[src/rtl/decode_mask32_pkg.sv]
// Shared constants, types and helpers for the decode_mask32 occupancy tracker.
//   IDX_W  : width of a bit index into the mask
//   MASK_W : number of tracked slots
//   CNT_W  : width of the population count (must hold 0..MASK_W)
//   popcount32() : constant-foldable population count, used for the reset count
package decode_mask32_pkg;

    localparam int IDX_W  = 5;
    localparam int MASK_W = 32;
    localparam int CNT_W  = 6;

    typedef logic [IDX_W-1:0]  idx_t;
    typedef logic [MASK_W-1:0] mask_t;
    typedef logic [CNT_W-1:0]  cnt_t;

    localparam cnt_t CNT_MAX = cnt_t'(MASK_W);

    function automatic cnt_t popcount32(input mask_t m);
        cnt_t acc;
        acc = '0;
        for (int i = 0; i < MASK_W; i++) begin
            acc = acc + cnt_t'(m[i]);
        end
        return acc;
    endfunction

endpackage

[src/rtl/decode_mask32_if.sv]
// Request/response bundle for decode_mask32.
//   Requests : set_v/set_idx, clr_v/clr_idx, q_v/q_idx, err_clr
//   Status   : mask, cnt, full, empty, q_rv, q_hit, err_dset, err_dclr
// master = requester side (drives requests), slave = the tracker itself.
interface decode_mask32_if;
    import decode_mask32_pkg::*;

    logic  set_v;
    idx_t  set_idx;
    logic  clr_v;
    idx_t  clr_idx;
    logic  q_v;
    idx_t  q_idx;
    logic  err_clr;

    mask_t mask;
    cnt_t  cnt;
    logic  full;
    logic  empty;
    logic  q_rv;
    logic  q_hit;
    logic  err_dset;
    logic  err_dclr;

    modport master (
        output set_v, set_idx, clr_v, clr_idx, q_v, q_idx, err_clr,
        input  mask, cnt, full, empty, q_rv, q_hit, err_dset, err_dclr
    );

    modport slave (
        input  set_v, set_idx, clr_v, clr_idx, q_v, q_idx, err_clr,
        output mask, cnt, full, empty, q_rv, q_hit, err_dset, err_dclr
    );

endinterface

[src/rtl/decode_mask32_dec.sv]
// dec5_32 : combinational 5-to-32 one-hot decoder with enable.
//   en     : when low the output is all zeros
//   idx    : bit position to assert
//   onehot : one-hot result
module dec5_32
    import decode_mask32_pkg::*;
(
    input  logic  en,
    input  idx_t  idx,
    output mask_t onehot
);

    for (genvar gi = 0; gi < MASK_W; gi++) begin : g_bit
        assign onehot[gi] = en && (idx == idx_t'(gi));
    end

endmodule

[src/rtl/decode_mask32.sv]
// decode_mask32 : 32-slot occupancy mask with incremental population count,
// latency-1 bit query and sticky double-set / double-clear error flags.
//   clk, rst : clock and synchronous active-high reset
//   bus      : decode_mask32_if.slave (requests in, status out)
//   INIT_MASK: mask value loaded on reset
module decode_mask32
    import decode_mask32_pkg::*;
#(
    parameter mask_t INIT_MASK = 32'h0000_0000
) (
    input  logic                  clk,
    input  logic                  rst,
    decode_mask32_if.slave        bus
);

    localparam cnt_t INIT_CNT = popcount32(INIT_MASK);

    mask_t mask_reg, mask_next;
    cnt_t  cnt_reg, cnt_next;
    logic  q_rv_reg, q_hit_reg;
    logic  err_dset_reg, err_dset_next;
    logic  err_dclr_reg, err_dclr_next;

    mask_t set_onehot;
    mask_t clr_onehot;

    dec5_32 u_dec_set (
        .en     (bus.set_v),
        .idx    (bus.set_idx),
        .onehot (set_onehot)
    );

    dec5_32 u_dec_clr (
        .en     (bus.clr_v),
        .idx    (bus.clr_idx),
        .onehot (clr_onehot)
    );

    logic same_idx;
    logic set_eff;   // set actually flips a 0 to 1
    logic clr_eff;   // clear actually flips a 1 to 0 (set on same index wins)
    logic dset_hit;
    logic dclr_hit;

    always_comb begin
        same_idx = bus.set_v && bus.clr_v && (bus.set_idx == bus.clr_idx);
        set_eff  = bus.set_v && !mask_reg[bus.set_idx];
        clr_eff  = bus.clr_v && mask_reg[bus.clr_idx] && !same_idx;
        dset_hit = bus.set_v && mask_reg[bus.set_idx] && !same_idx;
        dclr_hit = bus.clr_v && !mask_reg[bus.clr_idx];

        // Ordering of AND-clear then OR-set is what makes set win on a tie.
        mask_next = (mask_reg & ~clr_onehot) | set_onehot;

        // Set and clear on different live bits cancel; saturate at both ends.
        cnt_next = cnt_reg;
        if (set_eff && !clr_eff && (cnt_reg != CNT_MAX)) begin
            cnt_next = cnt_reg + cnt_t'(1);
        end else if (clr_eff && !set_eff && (cnt_reg != '0)) begin
            cnt_next = cnt_reg - cnt_t'(1);
        end

        // A fresh error in the err_clr cycle keeps the flag asserted.
        err_dset_next = (err_dset_reg && !bus.err_clr) || dset_hit;
        err_dclr_next = (err_dclr_reg && !bus.err_clr) || dclr_hit;
    end

    always_ff @(posedge clk) begin
        if (rst) begin
            mask_reg     <= INIT_MASK;
            cnt_reg      <= INIT_CNT;
            q_rv_reg     <= 1'b0;
            q_hit_reg    <= 1'b0;
            err_dset_reg <= 1'b0;
            err_dclr_reg <= 1'b0;
        end else begin
            mask_reg     <= mask_next;
            cnt_reg      <= cnt_next;
            q_rv_reg     <= bus.q_v;
            // Query observes the mask as it stood before this edge's update.
            q_hit_reg    <= bus.q_v && mask_reg[bus.q_idx];
            err_dset_reg <= err_dset_next;
            err_dclr_reg <= err_dclr_next;
        end
    end

    assign bus.mask     = mask_reg;
    assign bus.cnt      = cnt_reg;
    assign bus.full     = (cnt_reg == CNT_MAX);
    assign bus.empty    = (cnt_reg == '0);
    assign bus.q_rv     = q_rv_reg;
    assign bus.q_hit    = q_hit_reg;
    assign bus.err_dset = err_dset_reg;
    assign bus.err_dclr = err_dclr_reg;

endmodule

[src/flat_wrapper.sv]
// flat-port wrapper written by rule: the top's interface ports become plain ports
module decode_mask32_flat import decode_mask32_pkg::*;
#(
    parameter mask_t INIT_MASK = 32'h0000_0000
)
  (clk, rst, bus_set_v, bus_set_idx, bus_clr_v, bus_clr_idx, bus_q_v, bus_q_idx, bus_err_clr, bus_mask, bus_cnt, bus_full, bus_empty, bus_q_rv, bus_q_hit, bus_err_dset, bus_err_dclr);
  decode_mask32_if bus_i ();
  input  logic clk;
  input  logic rst;
  input wire logic [$bits(bus_i.set_v)-1:0] bus_set_v;
  input wire logic [$bits(bus_i.set_idx)-1:0] bus_set_idx;
  input wire logic [$bits(bus_i.clr_v)-1:0] bus_clr_v;
  input wire logic [$bits(bus_i.clr_idx)-1:0] bus_clr_idx;
  input wire logic [$bits(bus_i.q_v)-1:0] bus_q_v;
  input wire logic [$bits(bus_i.q_idx)-1:0] bus_q_idx;
  input wire logic [$bits(bus_i.err_clr)-1:0] bus_err_clr;
  output wire logic [$bits(bus_i.mask)-1:0] bus_mask;
  output wire logic [$bits(bus_i.cnt)-1:0] bus_cnt;
  output wire logic [$bits(bus_i.full)-1:0] bus_full;
  output wire logic [$bits(bus_i.empty)-1:0] bus_empty;
  output wire logic [$bits(bus_i.q_rv)-1:0] bus_q_rv;
  output wire logic [$bits(bus_i.q_hit)-1:0] bus_q_hit;
  output wire logic [$bits(bus_i.err_dset)-1:0] bus_err_dset;
  output wire logic [$bits(bus_i.err_dclr)-1:0] bus_err_dclr;
  assign bus_i.set_v = bus_set_v;
  assign bus_i.set_idx = bus_set_idx;
  assign bus_i.clr_v = bus_clr_v;
  assign bus_i.clr_idx = bus_clr_idx;
  assign bus_i.q_v = bus_q_v;
  assign bus_i.q_idx = bus_q_idx;
  assign bus_i.err_clr = bus_err_clr;
  assign bus_mask = bus_i.mask;
  assign bus_cnt = bus_i.cnt;
  assign bus_full = bus_i.full;
  assign bus_empty = bus_i.empty;
  assign bus_q_rv = bus_i.q_rv;
  assign bus_q_hit = bus_i.q_hit;
  assign bus_err_dset = bus_i.err_dset;
  assign bus_err_dclr = bus_i.err_dclr;
  decode_mask32 #(.INIT_MASK(INIT_MASK)) u_core (.clk(clk), .rst(rst), .bus(bus_i));
endmodule
[config.mk]
export PLATFORM = sky130hd
export DESIGN_NAME = decode_mask32_flat
export DESIGN_NICKNAME = d
export VERILOG_FILES = /design/src/rtl/decode_mask32_pkg.sv /design/src/rtl/decode_mask32_if.sv /design/src/rtl/decode_mask32_dec.sv /design/src/rtl/decode_mask32.sv /design/src/flat_wrapper.sv
export SDC_FILE = /design/constraint.sdc
export NUM_CORES = 1
export LEC_CHECK = 0
export BUFFER_PORTS_ARGS = -buffer_cell sky130_fd_sc_hd__buf_2
export CAP_MARGIN = 20
export CORE_AREA = 10 10 91 93
export DETAILED_ROUTE_END_ITERATION = 10
export DIE_AREA = 0 0 101 103
export PLACE_DENSITY = 0.81
export SYNTH_ARGS = -nofsm -noshare
export SYNTH_HDL_FRONTEND = slang
export SYNTH_HIERARCHICAL = 1
export SYNTH_SLANG_ARGS = --single-unit
[constraint.sdc]
create_clock -name clk -period 3.3 [get_ports clk]
set_input_delay 0.165 -clock clk [delete_from_list [all_inputs] [get_ports clk]]
set_output_delay 0.165 -clock clk [all_outputs]
set_load 0.03 [all_outputs]
; ---- After elaboration in Yosys (flattened, before gate mapping)
; Cells that the tools add are included.
[totals]
reg_bits = 42
inputBits = 21
output_inout_bits = 44
elab_cells = 179
[classes]
addsub = 2
magnitude_cmp = 3
n_eq_ne = 65
mux = 8
n_bitwise = 3
n_reduce_logical = 92
[op_table]
columns = operator, count
row1 = == test 5 bit (second input constant), 32
row2 = == test 5 x 4 -> 1 bit (second input constant), 16
row3 = logical AND 1 bit, 79
row4 = == test 5 x 3 -> 1 bit (second input constant), 8
row5 = AND 32 bit, 1
row6 = NOT 32 bit, 1
row7 = OR 32 bit, 1
row8 = == test 5 x 2 -> 1 bit (second input constant), 4
row9 = < comparator 5 x 6 -> 1 bit (second input constant), 3
row10 = binary-select mux 1 bit (select 5 bit), 3
row11 = two-way mux 6 bit, 2
row12 = == test 5 x 1 -> 1 bit (second input constant), 2
row13 = zero test 5 bit, 2
row14 = adder 6 x 1 -> 6 bit (second input constant), 1
row15 = == test 6 bit (second input constant), 1
row16 = zero test 1 bit, 6
row17 = zero test 6 bit, 1
row18 = inequality test 6 bit (second input constant), 1
row19 = nonzero test 6 bit, 1
row20 = subtractor 6 x 1 -> 6 bit (second input constant), 1
row21 = == test 5 bit, 1
row22 = two-way mux 1 bit, 3
row23 = logical OR 1 bit, 2
row24 = nonzero test 2 bit, 1

; ---- Logic depth before layout (Yosys ltp)
; Gate-level depths: netlist of the first run.
[depth]
ltp_word = 9
depth_mapped = 17
depth_no_buf = 14

; ---- Cells and area by module
; Netlist of the first run, hierarchy kept.
[modules_own_cells]
columns = module, instances, cells_per_inst, area_per_inst_um2, seq_area_each_um2
row1 = decode_mask32, 1, 305, 2680.1, 840.8
row2 = dec5_32, 2, 47, 234.0, 0.0

; ---- Worst setup path after synthesis of the first run
; Ideal clock, no wire load.
[synth_timing]
path_kind = reg-to-reg
start = reg u_core.mask_reg[13] (netlist: u_core/bus.mask[13])
end = reg u_core.cnt_reg[5] (netlist: u_core/bus.cnt[5])
setup_time_ns = 0.074
arrival_time_ns = 3.377
required_time_ns = 3.226
path_slack_ns = -0.152
path_stages_with_launch = 15
path_buffers = 1
period_less_slack_ns = 3.452
path_cell_list = dfxtp_1 -> mux4_1 -> o2111ai_1 -> a41oi_2 -> nor4_4 -> buf_6 -> nand2_1 -> ha_1 -> a21o_1 -> a21oi_1 -> o21bai_1 -> a21oi_1 -> nand3_1 -> mux2_1 -> a31oi_1
[synth_via]
elab_chain_cells = 8
elab_cells_between_ends = 16
cone_classes = mux (5) / reduce/logical (11)
[synth_lines]
columns = element, line_no
row1 = start: declaration, decode_mask32.sv:18  ; mask_t mask_reg, mask_next;
row2 = start signal: assignment, decode_mask32.sv:77  ; mask_reg <= mask_next;
row3 = binary-select mux 1 bit (select 5 bit) (on tied branches), "decode_mask32.sv:48, decode_mask32.sv:47"
row4 = two-way mux 1 bit (on tied branches), "decode_mask32.sv:48, decode_mask32.sv:47"
row5 = logical AND 1 bit / zero test 1 bit (equally long branches), "decode_mask32.sv:48, decode_mask32.sv:47"
row6 = logical AND 1 bit (on tied branches), "decode_mask32.sv:48, decode_mask32.sv:47"
row7 = zero test 1 bit (on tied branches), "decode_mask32.sv:57, decode_mask32.sv:59"
row8 = logical AND 1 bit (on tied branches) (2 in series), "decode_mask32.sv:57, decode_mask32.sv:59"
row9 = two-way mux 6 bit / nonzero test 2 bit (equally long branches), n/a
row10 = end signal: assignment, decode_mask32.sv:78  ; cnt_reg <= cnt_next;
row11 = end: declaration, decode_mask32.sv:19  ; cnt_t cnt_reg, cnt_next;
; Several ways; a longest one is shown, not always the timed one. The select of a mux whose other input is x is not followed.
; A chain may end at the register's enable or synchronous reset.

; ---- Final worst setup path of the first run
[layout_timing]
start = reg u_core.mask_reg[14] (netlist: u_core/bus.mask[14])
end = reg u_core.cnt_reg[5] (netlist: u_core/bus.cnt[5])
; The elaborated chain is that of the path after synthesis.

==> reports/results.tsv, run 1 <==
metric	value	unit
required	3.52	ns
core_region_area	0.00657	mm²
fin_nets	492	
yosysSeqAreaShare	0.267	
drc	0	
syn_avg_cell_area	7.89	µm²
die_area	0.0104	mm²
crit_buf_inv	0	
period_needed	3.22	ns
tightest_slew	0.685	ns
root_buffer	clkbuf_8	
start_util	0.479	
reg2reg_depth	13	
nFillCells	596	
grt_use_total	0.187	
dr_total_vias	3273	
status	complete, no violations	
p_leak	1.57	nW
fmax	0.310	GHz
min_path_type	input port to register	
finalPower	1.54	mW
rsz0062_at_grt	true	
final_util	0.568	
ys.flop_type	dfxtp_1	
cp.depth	13	
clkTransAtPathRegs	0.08	ns
ys_types	50	
insertion_delay	0.30	ns
htree_num_levels	2	
hold_depth	2	
yosysWarnings	6	
drv_slew	0	
whs	0.117	ns
final_cell_mix	105 x nor2_1, 64 x buf_2, 45 x inv_1	
setup_viol	0	
drt-total-wl	10.0	mm
die_h	103	µm
dieWidth	101	µm
ys_ff_latch	42	
final_common_cell	nor2_1	
port_buffers	64	
cpMostUsedCell	a21oi_2	
pin_count	65	
largest_reg_flops	32	
crit_chain	mux4_2 -> o2111ai_4 -> a41oi_4 -> nor4_4 -> nand2_1 -> ha_1 -> a21o_1 -> a21oi_2 -> o21bai_1 -> a21oi_2 -> nand3_1 -> mux2_1 -> a31oi_1	
vias_per_cell	5.98	
clockBufferDepth	2	
syn-num-nets	425	
crit_family	compound AO/OA/AOI/OAI gates	
synth_edf_count	0	
ir_worst_vdd	0.360	mV
wl_per_cell	18.4	µm
synthArstFlopShare	0	
numCtsBuffers	5	
place_congestion	0.982	
grt_antenna_before_repair	0	
start_kind	register	
synthCells	399	
end_kind	register	
n_antenna_cell	0	
finalClockSkew	0.00660	ns
grt_start_max_net_pins	40	
hpwl	7.43	mm
arrival	3.44	ns
ctsHoldBuffers	0	
drive_gt1_frac	0.291	
crit_fanout	5	
grt-ovfl-total	0	
synthToLayoutAreaGrowth	18.6	%
critPathKind	register to register	
grt_pass1_vias	3141	
finalHoldViolCount	0	
cts_tree	built	
first_pass_iters	5	
grt_pass1_wl	15.8	mm
drt-initial-drc-count	330	
cpPeakStageDelay	0.51	ns
power_density	412	mW/mm²
clkSinkCount	42	
syn_area	0.00315	mm²
period_share	0.976	
maxCapViolCount	0	
max_slew_margin	0.544	
cp_slowest_cell	mux4_2	
rows	30	
final_antenna_net_count	0	
[path summary, 6_finish.rpt]
check / startpoint / end / slack (ns)
setup / recovery: u_core/bus.mask[14]$_SDFF_PP0_ / u_core/bus.cnt[5]$_SDFFE_PP0P_ / 0.08
hold / removal: bus_q_v / u_core/bus.q_rv$_SDFF_PP0_ / 0.12
setup reg to reg: u_core/bus.mask[14]$_SDFF_PP0_ / u_core/bus.cnt[5]$_SDFFE_PP0P_ / 0.08
hold reg to reg: u_core/bus.err_dset$_SDFF_PP0_ / u_core/bus.err_dset$_SDFF_PP0_ / 0.45
[cell families after synthesis]
logic type | Yosys count | share of synthesized area
buffers and inverters | 63 | 0.0870
multiplexers | 41 | 0.193
AO/OA/AOI/OAI | 74 | 0.149
XOR/XNOR | 8 | 0.0223
adder cells (fa/ha/maj) | 5 | 0.0223
AND/OR/NAND/NOR | 166 | 0.259
flip-flops | 42 | 0.267
[power by group]
group	total [mW]	internal (mW)	switching, mW
clock network	0.342	0.169	0.174
logic	0.617	0.245	0.372
registers	0.577	0.536	0.0410
total	1.54	0.950	0.587
[cell usage after synthesis (2+ instances only)]
cell type / count / area (µm²)
a21o_1: 2 / 15.0
a31oi_1: 2 / 12.5
a22oi_1: 8 / 60.1
nor2_1: 105 / 394
inv_1: 45 / 169
mux2i_1: 25 / 250
nand2_1: 15 / 56.3
clkbuf_1: 11 / 41.3
nor3_1: 2 / 10.0
nand4b_1: 6 / 52.6
or2_1: 2 / 12.5
mux4_1: 4 / 105
a31o_2: 2 / 17.5
nand2b_1: 6 / 37.5
and2_1: 2 / 12.5
nor2b_1: 4 / 25.0
xnor2_1: 4 / 35.0
o21ai_1: 3 / 15.0
nand4bb_1: 6 / 67.6
a21oi_1: 43 / 215
buf_4: 2 / 15.0
nand4_1: 3 / 18.8
or4b_4: 2 / 27.5
nand3b_1: 3 / 22.5
ha_1: 4 / 50.1
xor2_1: 4 / 35.0
mux4_2: 10 / 225
buf_6: 4 / 45.0
o2111ai_1: 4 / 35.0
dfxtp_1: 42 / 841
nand3_1: 5 / 25.0
[stage by stage]
stage | TNS, ns | setup WS (ns) | instances | cell area [µm²]
CTS | 0 | 0.0242 | 545 | 3680
global placement | 0 | 0.0771 | 537 | 3590
global route | -0.0749 | -0.0749 | 547 | 3730
detailed placement | -0.0952 | -0.0952 | 537 | 3590
finish | 0 | 0.0781 | 547 | 3730
floorplan | 0 | 0.0141 | 399 | 3190
[routing by layer]
metal | GRT usage | share of wire | vias to the layer above
li1 | - | - | 1513
met1 | 0.224 | 0.40 | 1521
met2 | 0.309 | 0.46 | 207
met3 | 0.0570 | 0.12 | 32
met4 | 0.0675 | 0.027 | 0
met5 | 0 | 0 | -
[what timing repair did]
item                                    4_1_cts  5_1_grt
gates resized for setup                       0        3
setup buffers                                 0        2
endpoints found under the setup margin        0        1
hold endpoints to repair                      0        0
[cell type report]
class / count / area (µm²) / share of cell area
Multi-Input combinational cell: 294 / 2090 / 0.559
Sequential cell: 42 / 861 / 0.231
Timing Repair Buffer: 78 / 425 / 0.114
Inverter: 45 / 169 / 0.0453
Tap cell: 80 / 100 / 0.0268
Clock buffer: 7 / 86.3 / 0.0231
Clock inverter: 1 / 5.00 / 0.00134
Power figures use the tool's default switching activity.
==> run 2: changes to the inputs <==
- RECOVER_POWER: default -> 100
- SETUP_SLACK_MARGIN: default -> 0.4
==> reports/results.tsv, run 2 (synthesized netlist as in run 1, its figures left out) <==
metric	value	unit
status	finished, violations left	
violations	capacitance limit, slew limit	
drive_gt1_frac	0.212	
min_path_type	input port to register	
required	3.49	ns
p_sw	608	µW
ctsHoldBuffers	0	
htree_num_levels	2	
start_util	0.479	
worstSetupStartpoint	u_core/bus.mask[28]$_SDFF_PP0_	
power_density	412	mW/mm²
drt-initial-drc-count	450	
grt_use_total	0.186	
hpwl	7.44	mm
critPathKind	register to register	
root_buffer	clkbuf_8	
final_common_cell	nor2_1	
dieWidth	101	µm
max_slew_margin	-0.118	
pin_count	65	
grt_antenna_before_repair	0	
clkSinkCount	42	
rows	30	
fin_setup_tns	0	ns
cpMostUsedCell	a21oi_2	
wl_per_cell	18.9	µm
p_seq_frac	0.371	
die_h	103	µm
drv_slew	40	
crit_chain	mux4_2 -> o2111ai_4 -> a41oi_4 -> nor4_4 -> nand2_4 -> ha_4 -> a21o_1 -> a21oi_2 -> o21bai_1 -> a21oi_2 -> nand3_1 -> mux2_4 -> a31oi_1	
n_antenna_cell	0	
vias_per_cell	6.03	
finalHoldViolCount	0	
die_area	0.0104	mm²
largest_reg_flops	32	
reg2reg_depth	13	
clockBufferDepth	2	
clkTransAtPathRegs	0.08	ns
synthToLayoutAreaGrowth	19.9	%
period_share	0.939	
drt-total-wl	10.4	mm
grt-ovfl-total	0	
critPathCapture	u_core/bus.cnt[5]$_SDFFE_PP0P_	
ir_worst_vdd	0.409	mV
cts_tree	built	
core_region_area	0.00657	mm²
fin_nets	496	
cpPeakStageDelay	0.50	ns
final_antenna_net_count	0	
drc	0	
layoutNonFillerInstCount	551	
numCtsBuffers	5	
swShare	0.391	
ff2ff_setup_slack	0.20	ns
crit_fanout	5	
setup_viol	0	
arrival	3.29	ns
tightest_slew	1.68	ns
p_comb_frac	0.409	
grt_pass1_wl	15.6	mm
finalClockSkew	0.00789	ns
grt_start_max_net_pins	40	
whs	0.139	ns
period_needed	3.10	ns
r2r_start	u_core/bus.mask[28]$_SDFF_PP0_	
maxCapViolCount	1	
insertion_delay	0.29	ns
start_kind	register	
dr_total_vias	3324	
end_kind	register	
rsz0062_at_grt	true	
place_congestion	1.01	
first_pass_iters	5	
port_buffers	64	
r2r_end	u_core/bus.cnt[5]$_SDFFE_PP0P_	
finalPower	1.56	mW
cp_slowest_cell	mux4_2	
pwr-share-clk	0.220	
p_leak	1.41	nW
place_inst	534	
final_cell_mix	105 x nor2_1, 46 x clkbuf_1, 44 x inv_1	
fmax	0.323	GHz
grt_pass1_vias	3048	
internal-power	948	µW
run 2: final cells by class:
class	instances	area, µm²
tap	80	100
clock inverter	1	5.00
timing repair buffer	82	399
inverter	45	169
fill	606	2800
sequential	42	865
clock buffer	7	86.3
multi-input combinational	294	2150
run 2: power groups by stage:
stage | registers (mW) | clock network, mW | logic (mW)
floorplan | 0.634 | 0 | 0.388
global placement | 0.585 | 0 | 0.574
detailed placement | 0.588 | 0 | 0.593
CTS | 0.575 | 0.354 | 0.613
global route | 0.582 | 0.371 | 0.679
finish | 0.577 | 0.343 | 0.637
run 2: routing by layer:
layer / global-route usage / up-vias / part of all wire
met5: 0 / - / 0
met4: 0.0761 / 0 / 0.040
met3: 0.0536 / 45 / 0.11
met2: 0.309 / 222 / 0.47
met1: 0.220 / 1542 / 0.38
li1: - / 1515 / -
run 2: critical path, delay by kind of cell (launching register included):
family / cells / cell delay [ns]
AO/OA/AOI/OAI: 7 / 1.19
AND/OR/NAND/NOR: 3 / 0.45
adder cells (fa/ha/maj): 1 / 0.22
multiplexers: 2 / 0.77
flip-flops: 1 / 0.36
run 2: worst min-delay path by stage:
stage / slack, ns / cells after the start / start / to
after detailed placement: 0.41 / 2 / bus_q_v / u_core/bus.q_rv$_SDFF_PP0_
after global routing: 0.14 / 4 / bus_err_clr / u_core/bus.err_dset$_SDFF_PP0_
final: 0.14 / 2 / bus_q_v / u_core/bus.q_rv$_SDFF_PP0_
after CTS: 0.13 / 2 / bus_q_v / u_core/bus.q_rv$_SDFF_PP0_
after global placement: 0.42 / 2 / bus_q_v / u_core/bus.q_rv$_SDFF_PP0_
after floorplan: 0.24 / 1 / rst / u_core/bus.q_rv$_SDFF_PP0_
run 2: stage by stage:
step           worst slack (ns)  cell area, µm²   util
2_1_floorplan             0.182            3210      -
3_3_place_gp              0.106            3590  0.547
3_5_place_dp             0.0132            3590  0.547
4_1_cts                   0.281            3750  0.571
5_1_grt                  0.0622            3770  0.574
6_report                  0.203            3770  0.574
run 2: timing repair:
item                       CTS  global route
resized for setup            3             8
pin swaps                    8             3
setup endpoints to repair    2             2
buffers inserted             6             3
